==> config.mk <==
export PLATFORM = sky130hd
export DESIGN_NAME = game_state_ctrl
export DESIGN_NICKNAME = d
export VERILOG_FILES = /design/src/rtl/game_state_ctrl_pkg.sv /design/src/rtl/game_state_ctrl_btn_edge.sv /design/src/rtl/game_state_ctrl.sv
export SDC_FILE = /design/constraint.sdc
export NUM_CORES = 1
export LEC_CHECK = 0
export BUFFER_PORTS_ARGS = -buffer_cell sky130_fd_sc_hd__buf_2
export CORE_ASPECT_RATIO = 0.75
export CORE_MARGIN = 2
export CORE_UTILIZATION = 48
export DETAILED_ROUTE_END_ITERATION = 10
export GPL_TIMING_DRIVEN = 1
export HOLD_SLACK_MARGIN = 0.06
export PLACE_DENSITY = 0.67
export SLEW_MARGIN = 20
export SYNTH_ARGS = -nofsm -noshare
export SYNTH_HDL_FRONTEND = slang
export SYNTH_SLANG_ARGS = --single-unit
export TNS_END_PERCENT = 20
==> constraint.sdc <==
create_clock -name clk -period 2.4 [get_ports clk]
set_clock_uncertainty 0.1 [all_clocks]
set_input_delay 0.48 -clock clk [delete_from_list [all_inputs] [get_ports clk]]
set_output_delay 0.48 -clock clk [all_outputs]
set_load 0.02 [all_outputs]
==> src/rtl/game_state_ctrl_pkg.sv <==
// Shared state codes and default frame constants for the dino game sequencer.
// The mixer and LED debug decode rely on these exact state encodings.
package game_state_ctrl_pkg;

    typedef enum logic [2:0] {
        ST_IDLE    = 3'd0,
        ST_RUN     = 3'd1,
        ST_HIT     = 3'd2,
        ST_OVER    = 3'd3,
        ST_RESTART = 3'd4
    } state_e;

    localparam int HIT_FRAMES_DEF     = 30;
    localparam int BLINK_FRAMES_DEF   = 20;
    localparam int LOCKOUT_FRAMES_DEF = 60;
    localparam int CNT_W_DEF          = 8;

    function automatic logic is_frozen(input state_e s);
        return (s == ST_HIT) || (s == ST_OVER);
    endfunction

endpackage

==> src/rtl/game_state_ctrl_btn_edge.sv <==
// Button rising-edge detector. btn_q resets high so a button already held
// when reset releases is not mistaken for a fresh press.
module btn_edge (
    input  logic clk,
    input  logic reset,
    input  logic btn,
    output logic press
);

    logic btn_q;
    logic btn_d;

    always_comb begin
        btn_d = btn;
    end

    always_ff @(posedge clk or posedge reset) begin
        if (reset) btn_q <= 1'b1;
        else       btn_q <= btn_d;
    end

    assign press = btn & ~btn_q;

endmodule

==> src/rtl/game_state_ctrl.sv <==
// Game flow sequencer: IDLE -> RESTART -> RUN -> HIT -> OVER -> RESTART.
// Frame-paced counters drive the hit flash, overlay blink and restart lockout.
module game_state_ctrl
    import game_state_ctrl_pkg::*;
#(
    parameter int HIT_FRAMES     = HIT_FRAMES_DEF,
    parameter int BLINK_FRAMES   = BLINK_FRAMES_DEF,
    parameter int LOCKOUT_FRAMES = LOCKOUT_FRAMES_DEF,
    parameter int CNT_W          = CNT_W_DEF
) (
    input  logic       clk,
    input  logic       reset,
    input  logic       frame_tick,
    input  logic       collision,
    input  logic       btn,
    output logic       run_en,
    output logic       freeze,
    output logic       flash,
    output logic       overlay_en,
    output logic       restart,
    output logic [2:0] state_o
);

    localparam logic [CNT_W-1:0] HIT_LAST   = CNT_W'(HIT_FRAMES - 1);
    localparam logic [CNT_W-1:0] BLINK_LAST = CNT_W'(BLINK_FRAMES - 1);
    localparam logic [CNT_W-1:0] LOCK_CNT   = CNT_W'(LOCKOUT_FRAMES);
    localparam logic [CNT_W-1:0] CNT_MAX    = '1;

    state_e             state_q,   state_d;
    logic [CNT_W-1:0]   cnt_q,     cnt_d;
    logic [CNT_W-1:0]   blink_q,   blink_d;
    logic               armed_q,   armed_d;
    logic               overlay_q, overlay_d;
    logic               press;

    btn_edge u_btn_edge (
        .clk   (clk),
        .reset (reset),
        .btn   (btn),
        .press (press)
    );

    always_comb begin
        state_d   = state_q;
        cnt_d     = cnt_q;
        blink_d   = blink_q;
        armed_d   = armed_q;
        overlay_d = 1'b0;

        case (state_q)
            ST_IDLE: begin
                cnt_d   = '0;
                blink_d = '0;
                armed_d = 1'b0;
                if (press) state_d = ST_RESTART;
            end

            ST_RESTART: begin
                cnt_d   = '0;
                blink_d = '0;
                armed_d = 1'b0;
                state_d = ST_RUN;
            end

            // Collision is a level sampled every clk so a one-cycle overlap
            // between ticks is never missed.
            ST_RUN: begin
                if (collision) begin
                    state_d = ST_HIT;
                    cnt_d   = '0;
                end
            end

            ST_HIT: begin
                if (frame_tick) begin
                    if (cnt_q == HIT_LAST) begin
                        state_d   = ST_OVER;
                        cnt_d     = '0;
                        blink_d   = '0;
                        armed_d   = 1'b0;
                        overlay_d = 1'b1;
                    end else begin
                        cnt_d = cnt_q + 1'b1;
                    end
                end
            end

            ST_OVER: begin
                overlay_d = overlay_q;
                if (frame_tick) begin
                    if (cnt_q != CNT_MAX) cnt_d = cnt_q + 1'b1;
                    if (blink_q == BLINK_LAST) begin
                        blink_d   = '0;
                        overlay_d = ~overlay_q;
                    end else begin
                        blink_d = blink_q + 1'b1;
                    end
                end
                // Arming needs a released button after lockout, so a button held
                // since RUN must be let go and pressed again.
                if (!armed_q && (cnt_q >= LOCK_CNT) && !btn) armed_d = 1'b1;
                if (press && armed_q) begin
                    state_d   = ST_RESTART;
                    cnt_d     = '0;
                    blink_d   = '0;
                    armed_d   = 1'b0;
                    overlay_d = 1'b0;
                end
            end

            default: begin
                state_d = ST_IDLE;
                cnt_d   = '0;
                blink_d = '0;
                armed_d = 1'b0;
            end
        endcase
    end

    always_ff @(posedge clk or posedge reset) begin
        if (reset) begin
            state_q   <= ST_IDLE;
            cnt_q     <= '0;
            blink_q   <= '0;
            armed_q   <= 1'b0;
            overlay_q <= 1'b0;
        end else begin
            state_q   <= state_d;
            cnt_q     <= cnt_d;
            blink_q   <= blink_d;
            armed_q   <= armed_d;
            overlay_q <= overlay_d;
        end
    end

    // Every output decodes registered state only.
    assign run_en     = (state_q == ST_RUN);
    assign freeze     = is_frozen(state_q);
    assign flash      = (state_q == ST_HIT) && cnt_q[2];
    assign overlay_en = overlay_q;
    assign restart    = (state_q == ST_RESTART);
    assign state_o    = state_q;

endmodule

==> impl_metrics.json, run 1 <==
{
  "status": "finished clean",
  "rows": 16,
  "postRouteAntennaNets": 0,
  "syn_area_mm2": 0.00134,
  "yosysSeqAreaShare_pct": 41.1,
  "multiInputGateArea_um2": 746,
  "regArea_um2": 552,
  "crit_chain": "or3b_2 -> inv_1 -> buf_2",
  "cts_sinks": 22,
  "synth_area_per_cell_um2": 8.95,
  "period_minus_slack_ns": 2.17,
  "hold_viol": 0,
  "synth_nets": 159,
  "fin_cells": 204,
  "layout-drive-gt1-share_pct": 18.5,
  "fin_crit_sh_pct": 90.4,
  "cpPeakStageDelay_ns": 0.53,
  "ios": 13,
  "synth_warnings": 0,
  "grt_pass1_wl_um": 5020,
  "portBuffers": 12,
  "cts.hold.buffers_added": 0,
  "slew_headroom_pct": 76.7,
  "cts_max_level": 1,
  "grt_pass1_vias": 1122,
  "clockBufferDepth": 2,
  "cp_slowest_cell": "or3b_2",
  "grtUsageTotal_pct": 20.0,
  "worst_slew_pin_slew_ns": 0.348,
  "grt_antenna_before_repair": 0,
  "core-area_mm2": 0.00264,
  "min_path_type": "primary input to asynchronous set/reset pin",
  "worstSetupEndpointType": "output port",
  "wl_um": 3000,
  "worst-path-max-fanout": 11,
  "root_buffer": "clkbuf_8",
  "post_drt_via_cell_ratio": 5.89,
  "yosys_register_bits": 22,
  "globalplace.congestion": 0.889,
  "fillers": 258,
  "critical_path_class": "flop to output port",
  "synth_flop_cell": "dfrtp_1",
  "drc": 0,
  "fin_nets": 178,
  "vias": 1201,
  "dieHeight_um": 49.8,
  "cts_setup_buffers": 0,
  "setup_tns_ns": 0,
  "cts-resized-gates": 0,
  "routedWlPerCell_um": 14.7,
  "cts_buffers": 3,
  "clkLatencyLatePin_ns": 0.26,
  "rsz0062_at_grt": "no",
  "overflow": 0,
  "power.density_mw_per_mm2": 1080,
  "clk_pin_slew_ns": 0.08,
  "synth_edf_count": 0,
  "synth-async-reset-ratio_pct": 100,
  "first_pass_iters": 4,
  "cap_viol_max_count": 0,
  "setup_viol": 0,
  "syn_to_final_growth_pct": 13.1,
  "maxSlewViolCount": 0,
  "die_x_um": 65.1,
  "worstPathArrival_ns": 1.59,
  "fmax_ghz": 0.461,
  "diodes": 0,
  "cts_tree": "done",
  "dieArea_mm2": 0.00324,
  "peakVddDrop_uv": 562,
  "start_util_pct": 50.8,
  "syn_inst": 150,
  "crit_required_ns": 1.82,
  "drtIter0Drc": 95,
  "dp.cells": 200,
  "dpl.hpwl_um": 2280,
  "cp-start-kind": "flop",
  "grt_max_degree": 23,
  "power.leakage_nw": 0.661,
  "p_total_mw": 1.65,
  "synth.distinct_cells": 50
}
-- routing by layer --
layer | track usage, % | vias to the layer above | wire (um)
met4 | 3.47 | 0 | 13
met1 | 28.1 | 581 | 1480
met3 | 5.71 | 2 | 178
li1 | - | 589 | -
met5 | 0 | - | 0
met2 | 31.4 | 29 | 1330
-- critical path: cells and delay by family (launching register included) --
family	cells	cell delay, ns
buffers and inverters	2	0.28
DFF	1	0.50
and+or+nand+nor	1	0.53
-- cell families after synthesis --
logic type | after synthesis | synth area share, %
DFF | 22 | 41.1
muxes | 1 | 0.746
buffers and inverters | 11 | 3.82
and+or+nand+nor | 66 | 26.9
xor gates and xnor gates | 1 | 0.652
AOI/OAI and AO/OA | 45 | 23.0
adders and majority gates | 4 | 3.73
-- final timing paths --
check                      depth (start not counted)                         end              startpoint  slack, ns
setup reg to reg                                   5        cnt_q[3]$_DFFE_PP0P_  state_o[1]$_DFFE_PP0P_       0.30
max in group asynchronous                          3  u_btn_edge.btn_q$_DFF_PP1_                   reset       1.79
hold reg to reg                                    1        cnt_q[4]$_DFFE_PP0P_    cnt_q[4]$_DFFE_PP0P_       0.41
min in group clk                                   1  u_btn_edge.btn_q$_DFF_PP1_                     btn       0.25
setup / recovery                                   3                      run_en  state_o[1]$_DFFE_PP0P_       0.23
hold / removal                                     3      blink_q[3]$_DFFE_PP0P_                   reset       0.14
-- through the flow --
| stage | util (%) | worst slack (ns) | cell area [um^2] | hold slack [ns] |
|---|---|---|---|---|
| after floorplan | - | 0.391 | 1340 | 0.358 |
| after global placement | 55.5 | 0.307 | 1470 | 0.384 |
| after detailed placement | 55.5 | 0.253 | 1470 | 0.394 |
| after CTS | 57.2 | 0.238 | 1510 | 0.146 |
| after global routing | 57.5 | 0.104 | 1520 | 0.165 |
| final | 57.5 | 0.230 | 1520 | 0.136 |
-- placed cells by master, fill, tap and decap left out, drive strengths merged, types with 2 or more instances in the layout --
cell / netlist / final
a211oi: 2 / 2
a21boi: 2 / 2
a21o: 2 / 2
a21oi: 5 / 5
and2: 2 / 2
and3: 4 / 4
buf: 3 / 18
clkbuf: 1 / 4
dfrtp: 21 / 21
ha: 4 / 4
inv: 7 / 7
nand2: 18 / 18
nand3: 14 / 14
nand3b: 2 / 2
nor2: 9 / 9
nor3: 2 / 2
nor3b: 3 / 3
nor4b: 3 / 3
o21ai: 14 / 14
o31ai: 7 / 7
or3b: 2 / 2
-- power by group --
group	total, mW	switching (mW)	internal (mW)
Clock	0.235	0.117	0.118
Sequential	0.533	0.0948	0.438
Combinational	0.878	0.526	0.352
-- registers in the layout, summed over array words and instances, names as in the netlist --
register / cells
u_btn_edge.btn_q: 1
blink_q: 8
armed_q: 1
state_o: 3
overlay_en: 1
cnt_q: 8
-- layout make-up --
class                      count  area share, %
clock buffer                   4           2.97
inverter                       7           1.73
sequential                    22           36.3
timing repair buffer          18           6.92
tap                           36           2.97
multi-input combinational    117           49.1
-- cell usage after synthesis (2+ instances only) --
cell | number | area, um^2
buf_2 | 2 | 10.0
nand3_1 | 14 | 70.1
inv_1 | 7 | 26.3
nor3b_1 | 3 | 22.5
ha_1 | 4 | 50.1
a211oi_1 | 2 | 15.0
a21boi_0 | 2 | 15.0
nand3b_1 | 2 | 15.0
nor2_1 | 9 | 33.8
and3_1 | 3 | 18.8
o31ai_1 | 7 | 52.6
a21oi_1 | 5 | 25.0
dfrtp_1 | 21 | 526
nor3_1 | 2 | 10.0
nor4b_1 | 2 | 17.5
o21ai_0 | 14 | 70.1
nand2_1 | 18 | 67.6
(Power assumes the default switching activity.)
==> run 2, diff against run 1 <==
CORE_UTILIZATION = 45   (was 48)
MAX_ROUTING_LAYER = met4   (was unset)
PLACE_DENSITY = unset   (was 0.67)
==> impl_metrics.json, run 2 (synthesized netlist as in run 1, its figures left out) <==
{
  "status": "finished clean",
  "setup_viol": 0,
  "slew_headroom_pct": 67.2,
  "crit_required_ns": 2.44,
  "reg2reg_from": "cnt_q[1]$_DFFE_PP0P_",
  "worst_slew_pin_slew_ns": 0.485,
  "worstSetupEndpointType": "flop",
  "multiInputGateArea_um2": 739,
  "cts-resized-gates": 0,
  "post_drt_via_cell_ratio": 5.85,
  "first_pass_iters": 4,
  "dieHeight_um": 51.3,
  "cts_tree": "done",
  "drc": 0,
  "holdWs_ns": 0.134,
  "fin_crit_sh_pct": 91.7,
  "cts_setup_buffers": 0,
  "drtIter0Drc": 119,
  "grt_pass1_vias": 1133,
  "routedWlPerCell_um": 14.7,
  "regArea_um2": 552,
  "crit_chain": "inv_1 -> ha_1 -> nor4b_1 -> a21o_4 -> nand3_1 -> o21ai_0 -> o21ai_0",
  "wl_um": 3030,
  "period_minus_slack_ns": 2.20,
  "fillers": 281,
  "critPathLaunch": "cnt_q[1]$_DFFE_PP0P_",
  "r2r_cells": 7,
  "cts.hold.buffers_added": 0,
  "syn_to_final_growth_pct": 12.9,
  "cts_max_level": 1,
  "worst-path-max-fanout": 9,
  "clockBufferDepth": 2,
  "die_x_um": 67.1,
  "p_total_mw": 1.65,
  "grt_pass1_wl_um": 5240,
  "r2r_slack_ns": 0.20,
  "core-area_mm2": 0.00289,
  "vias": 1206,
  "place_area_mm2": 0.00147,
  "ios": 13,
  "dpl.hpwl_um": 2220,
  "hold_viol": 0,
  "maxSlewViolCount": 0,
  "setup_tns_ns": 0,
  "portBuffers": 12,
  "cts_sinks": 22,
  "r2r_end": "blink_q[5]$_DFFE_PP0P_",
  "root_buffer": "clkbuf_8",
  "clkLatencyLatePin_ns": 0.26,
  "worst_path_most_repeated_cell": "o21ai_0",
  "cap_viol_max_count": 0,
  "rows": 17,
  "postRouteAntennaNets": 0,
  "cp_slowest_cell": "dfrtp_1",
  "overflow": 0,
  "diodes": 0,
  "layout_commonest_cell": "dfrtp_1",
  "grtUsageTotal_pct": 20.4,
  "fin_nets": 178,
  "start_util_pct": 46.4,
  "critical_path_class": "flop to flop",
  "layout-drive-gt1-share_pct": 17.9,
  "cts_buffers": 3,
  "cpPeakStageDelay_ns": 0.45,
  "grt_max_degree": 23,
  "peakVddDrop_uv": 346,
  "globalplace.congestion": 0.921,
  "min_path_type": "primary input to asynchronous set/reset pin",
  "final_area_mm2": 0.00152,
  "worstPathBufferInverterCount": 1,
  "grt_antenna_before_repair": 0,
  "power.density_mw_per_mm2": 1090,
  "cp-start-kind": "flop",
  "worstPathArrival_ns": 2.24,
  "final_cell_mix": "dfrtp_1 (21), nand2_1 (18), nand3_1 (14), o21ai_0 (14), buf_2 (12)",
  "rsz0062_at_grt": "no",
  "fmax_ghz": 0.454,
  "power.leakage_nw": 0.659,
  "cp_top_family": "simple AND/OR/NAND/NOR gates",
  "dieArea_mm2": 0.00344,
  "clk_pin_slew_ns": 0.08
}
run 2: cell counts in the layout (fill, tap and decap cells not counted):
No cell type changed its count.
run 2: final cells by class:
| cell class | count | area share (%) |
|---|---|---|
| tap | 38 | 3.14 |
| timing repair buffer | 18 | 6.94 |
| clock buffer | 4 | 2.97 |
| multi-input combinational | 117 | 48.8 |
| inverter | 7 | 1.73 |
| sequential | 22 | 36.4 |
run 2: stage by stage:
| stage | utilization (%) | setup slack (ns) | cells |
|---|---|---|---|
| 2_1_floorplan | - | 0.391 | 150 |
| 3_3_place_gp | 50.8 | 0.265 | 202 |
| 3_5_place_dp | 50.8 | 0.245 | 202 |
| 4_1_cts | 52.4 | 0.213 | 206 |
| 5_1_grt | 52.4 | 0.0203 | 206 |
| 6_report | 52.4 | 0.199 | 206 |
run 2: worst max-delay path by stage:
stage / to / slack [ns] / cells past startpoint
global route: blink_q[6]$_DFFE_PP0P_ / 0.02 / 7
floorplan: cnt_q[7]$_DFFE_PP0P_ / 0.39 / 6
detailed placement: blink_q[5]$_DFFE_PP0P_ / 0.24 / 7
global placement: blink_q[4]$_DFFE_PP0P_ / 0.26 / 7
CTS: blink_q[5]$_DFFE_PP0P_ / 0.21 / 7
finish: blink_q[5]$_DFFE_PP0P_ / 0.20 / 7
run 2: tightest hold or removal path, delay by kind of cell:
| kind | cells | cell delay (ns) |
|---|---|---|
| buf+inv | 3 | 0.41 |
run 2: power by group:
| part | switching [mW] | internal, mW |
|---|---|---|
| Sequential | 0.0857 | 0.438 |
| Combinational | 0.541 | 0.344 |
| Clock | 0.120 | 0.118 |
| Total | 0.747 | 0.900 |
run 2: metal layers:
layer / track usage, % / part of all wire [%] / vias to the layer above
met3: 3.96 / 4.3 / 0
li1: - / - / 594
met1: 28.6 / 51 / 587
met4: 3.06 / 0 / 0
met2: 31.5 / 45 / 25
met5: - / 0 / -
==> run 3, diff against run 2 <==
==> constraint.sdc (replaced) <==
create_clock -name clk -period 2.4 [get_ports clk]
set_clock_uncertainty 0.1 [all_clocks]
set_input_delay 0.12 -clock clk [delete_from_list [all_inputs] [get_ports clk]]
set_output_delay 0.12 -clock clk [all_outputs]
set_load 0.02 [all_outputs]
==> impl_metrics.json, run 3 (synthesized netlist as in run 1, its figures left out) <==
{
  "period_minus_slack_ns": 2.16,
  "grt_max_degree": 23,
  "start_util_pct": 46.4,
  "dieHeight_um": 51.3,
  "power.density_mw_per_mm2": 1120,
  "cp_slowest_cell": "dfrtp_1",
  "cts_setup_buffers": 0,
  "overflow": 0,
  "setup_viol": 0,
  "core-area_mm2": 0.00289,
  "worst_slew_pin_slew_ns": 0.862,
  "setup_tns_ns": 0,
  "hold_viol": 0,
  "final_util_pct": 53.7,
  "dp.cells": 200,
  "post_drt_via_cell_ratio": 5.87,
  "reg2reg_from": "state_o[0]$_DFFE_PP0P_",
  "seq_power_share_pct": 31.3,
  "status": "finished clean",
  "r2r_cells": 5,
  "ios": 13,
  "diodes": 0,
  "die_x_um": 67.1,
  "fin_cells": 206,
  "routedWlPerCell_um": 14.6,
  "cts_sinks": 22,
  "place_area_mm2": 0.00146,
  "postRouteAntennaNets": 0,
  "dieArea_mm2": 0.00344,
  "cp.depth": 5,
  "comb_power_share_pct": 48.6,
  "r2r_slack_ns": 0.24,
  "syn_to_final_growth_pct": 15.7,
  "critPathCapture": "cnt_q[3]$_DFFE_PP0P_",
  "holdWs_ns": 0.166,
  "rows": 17,
  "p_total_mw": 1.74,
  "drc": 0,
  "p_int_mw": 0.999,
  "portBuffers": 12,
  "grt_antenna_before_repair": 0,
  "fillers": 278,
  "root_buffer": "clkbuf_8",
  "clk_pin_slew_ns": 0.09,
  "clkLatencyLatePin_ns": 0.27,
  "slew_headroom_pct": 42.4,
  "layout_commonest_cell": "dfrtp_1",
  "min_path_type": "primary input to flop",
  "crit_chain": "or3b_2 -> o22ai_1 -> o21ba_2 -> nand2_1 -> o31ai_1",
  "cts_tree": "done",
  "layout-drive-gt1-share_pct": 17.9,
  "critical_path_class": "flop to flop",
  "wl_um": 3010,
  "first_pass_iters": 4,
  "vias": 1209,
  "r2r_end": "cnt_q[3]$_DFFE_PP0P_",
  "cp-start-kind": "flop",
  "regArea_um2": 552,
  "cts_max_level": 1,
  "final_cell_mix": "dfrtp_1 (21), nand2_1 (18), nand3_1 (14), o21ai_0 (14), buf_2 (12)",
  "maxSlewViolCount": 0,
  "cpPeakStageDelay_ns": 0.57,
  "critPathLaunch": "state_o[0]$_DFFE_PP0P_",
  "cap_viol_max_count": 0,
  "worstPathArrival_ns": 2.20,
  "grt_pass1_wl_um": 5160,
  "power.leakage_nw": 0.672,
  "grtUsageTotal_pct": 20.1,
  "grt_pass1_vias": 1155,
  "fmax_ghz": 0.463,
  "cts_buffers": 3,
  "worstSetupEndpointType": "flop",
  "multiInputGateArea_um2": 746,
  "dpl.hpwl_um": 2190,
  "fin_crit_sh_pct": 90.0,
  "fin_nets": 178,
  "clkPwrFrac_pct": 20.1,
  "worstPathBufferInverterCount": 0,
  "rsz0062_at_grt": "no",
  "swShare_pct": 42.6,
  "drtIter0Drc": 102,
  "final_area_mm2": 0.00155,
  "cp_top_family": "simple AND/OR/NAND/NOR gates",
  "globalplace.congestion": 0.884,
  "worst_slack_ns": 0.240,
  "worst-path-max-fanout": 14,
  "clockBufferDepth": 2,
  "dp_slack_ns": 0.149,
  "p_sw_mw": 0.743,
  "peakVddDrop_uv": 634,
  "crit_required_ns": 2.44
}
==> run 3: cell types whose count changed in the layout (fill, tap and decap cells not counted) <==
cell           change
dlygate4sd3_1      +2
clkbuf_1           -1
nor4b_2            +1
nor4b_1            -1
buf_4              -2
bufinv_16          +1
==> run 3: how the worst min path moves through the flow <==
stage	start	end	slack, ns	depth (start not counted)
after global routing	frame_tick	blink_q[6]$_DFFE_PP0P_	0.20	3
final	collision	state_o[1]$_DFFE_PP0P_	0.17	5
after floorplan	reset	armed_q$_DFFE_PP0P_	0.008	1
after CTS	collision	state_o[1]$_DFFE_PP0P_	0.16	5
after global placement	btn	u_btn_edge.btn_q$_DFF_PP1_	0.16	1
after detailed placement	btn	u_btn_edge.btn_q$_DFF_PP1_	0.16	1
==> run 3: routing by layer <==
metal / routed length [um] / GRT usage [%] / vias up / share of wire, %
li1: - / - / 588 / -
met1: 1440 / 26.4 / 577 / 48
met2: 1390 / 31.8 / 36 / 46
met3: 143 / 4.19 / 8 / 4.8
met4: 38 / 5.44 / 0 / 1.3
met5: 0 / - / - / 0
==> run 3: what timing repair did <==
| item | in CTS | in global routing |
|---|---|---|
| setup endpoints to repair | 0 | 4 |
| hold endpoints to repair | 22 | 0 |
| hold buffers | 2 | 0 |
| gates resized for setup | 0 | 1 |
==> run 3: tightest hold or removal path: cells and delay by family <==
| kind | cells | cell delay, ns |
|---|---|---|
| buffers and inverters | 1 | 0.11 |
| and+or+nand+nor | 2 | 0.10 |
| AOI/OAI and AO/OA | 2 | 0.18 |
==> run 3: power groups by stage <==
stage	sequential (mW)	combinational, mW	clock (mW)
floorplan	0.539	0.615	0
global placement	0.550	0.835	0
detailed placement	0.551	0.837	0
CTS	0.543	0.843	0.362
global route	0.560	0.955	0.375
finish	0.545	0.847	0.350
==> run 3: layout make-up <==
cell class | instances | area share [%]
Inverter | 7 | 1.69
Tap cell | 38 | 3.06
Clock buffer | 3 | 2.66
Timing Repair Buffer | 18 | 7.09
Sequential cell | 22 | 35.5
Clock inverter | 1 | 1.93
Multi-Input combinational cell | 117 | 48.0
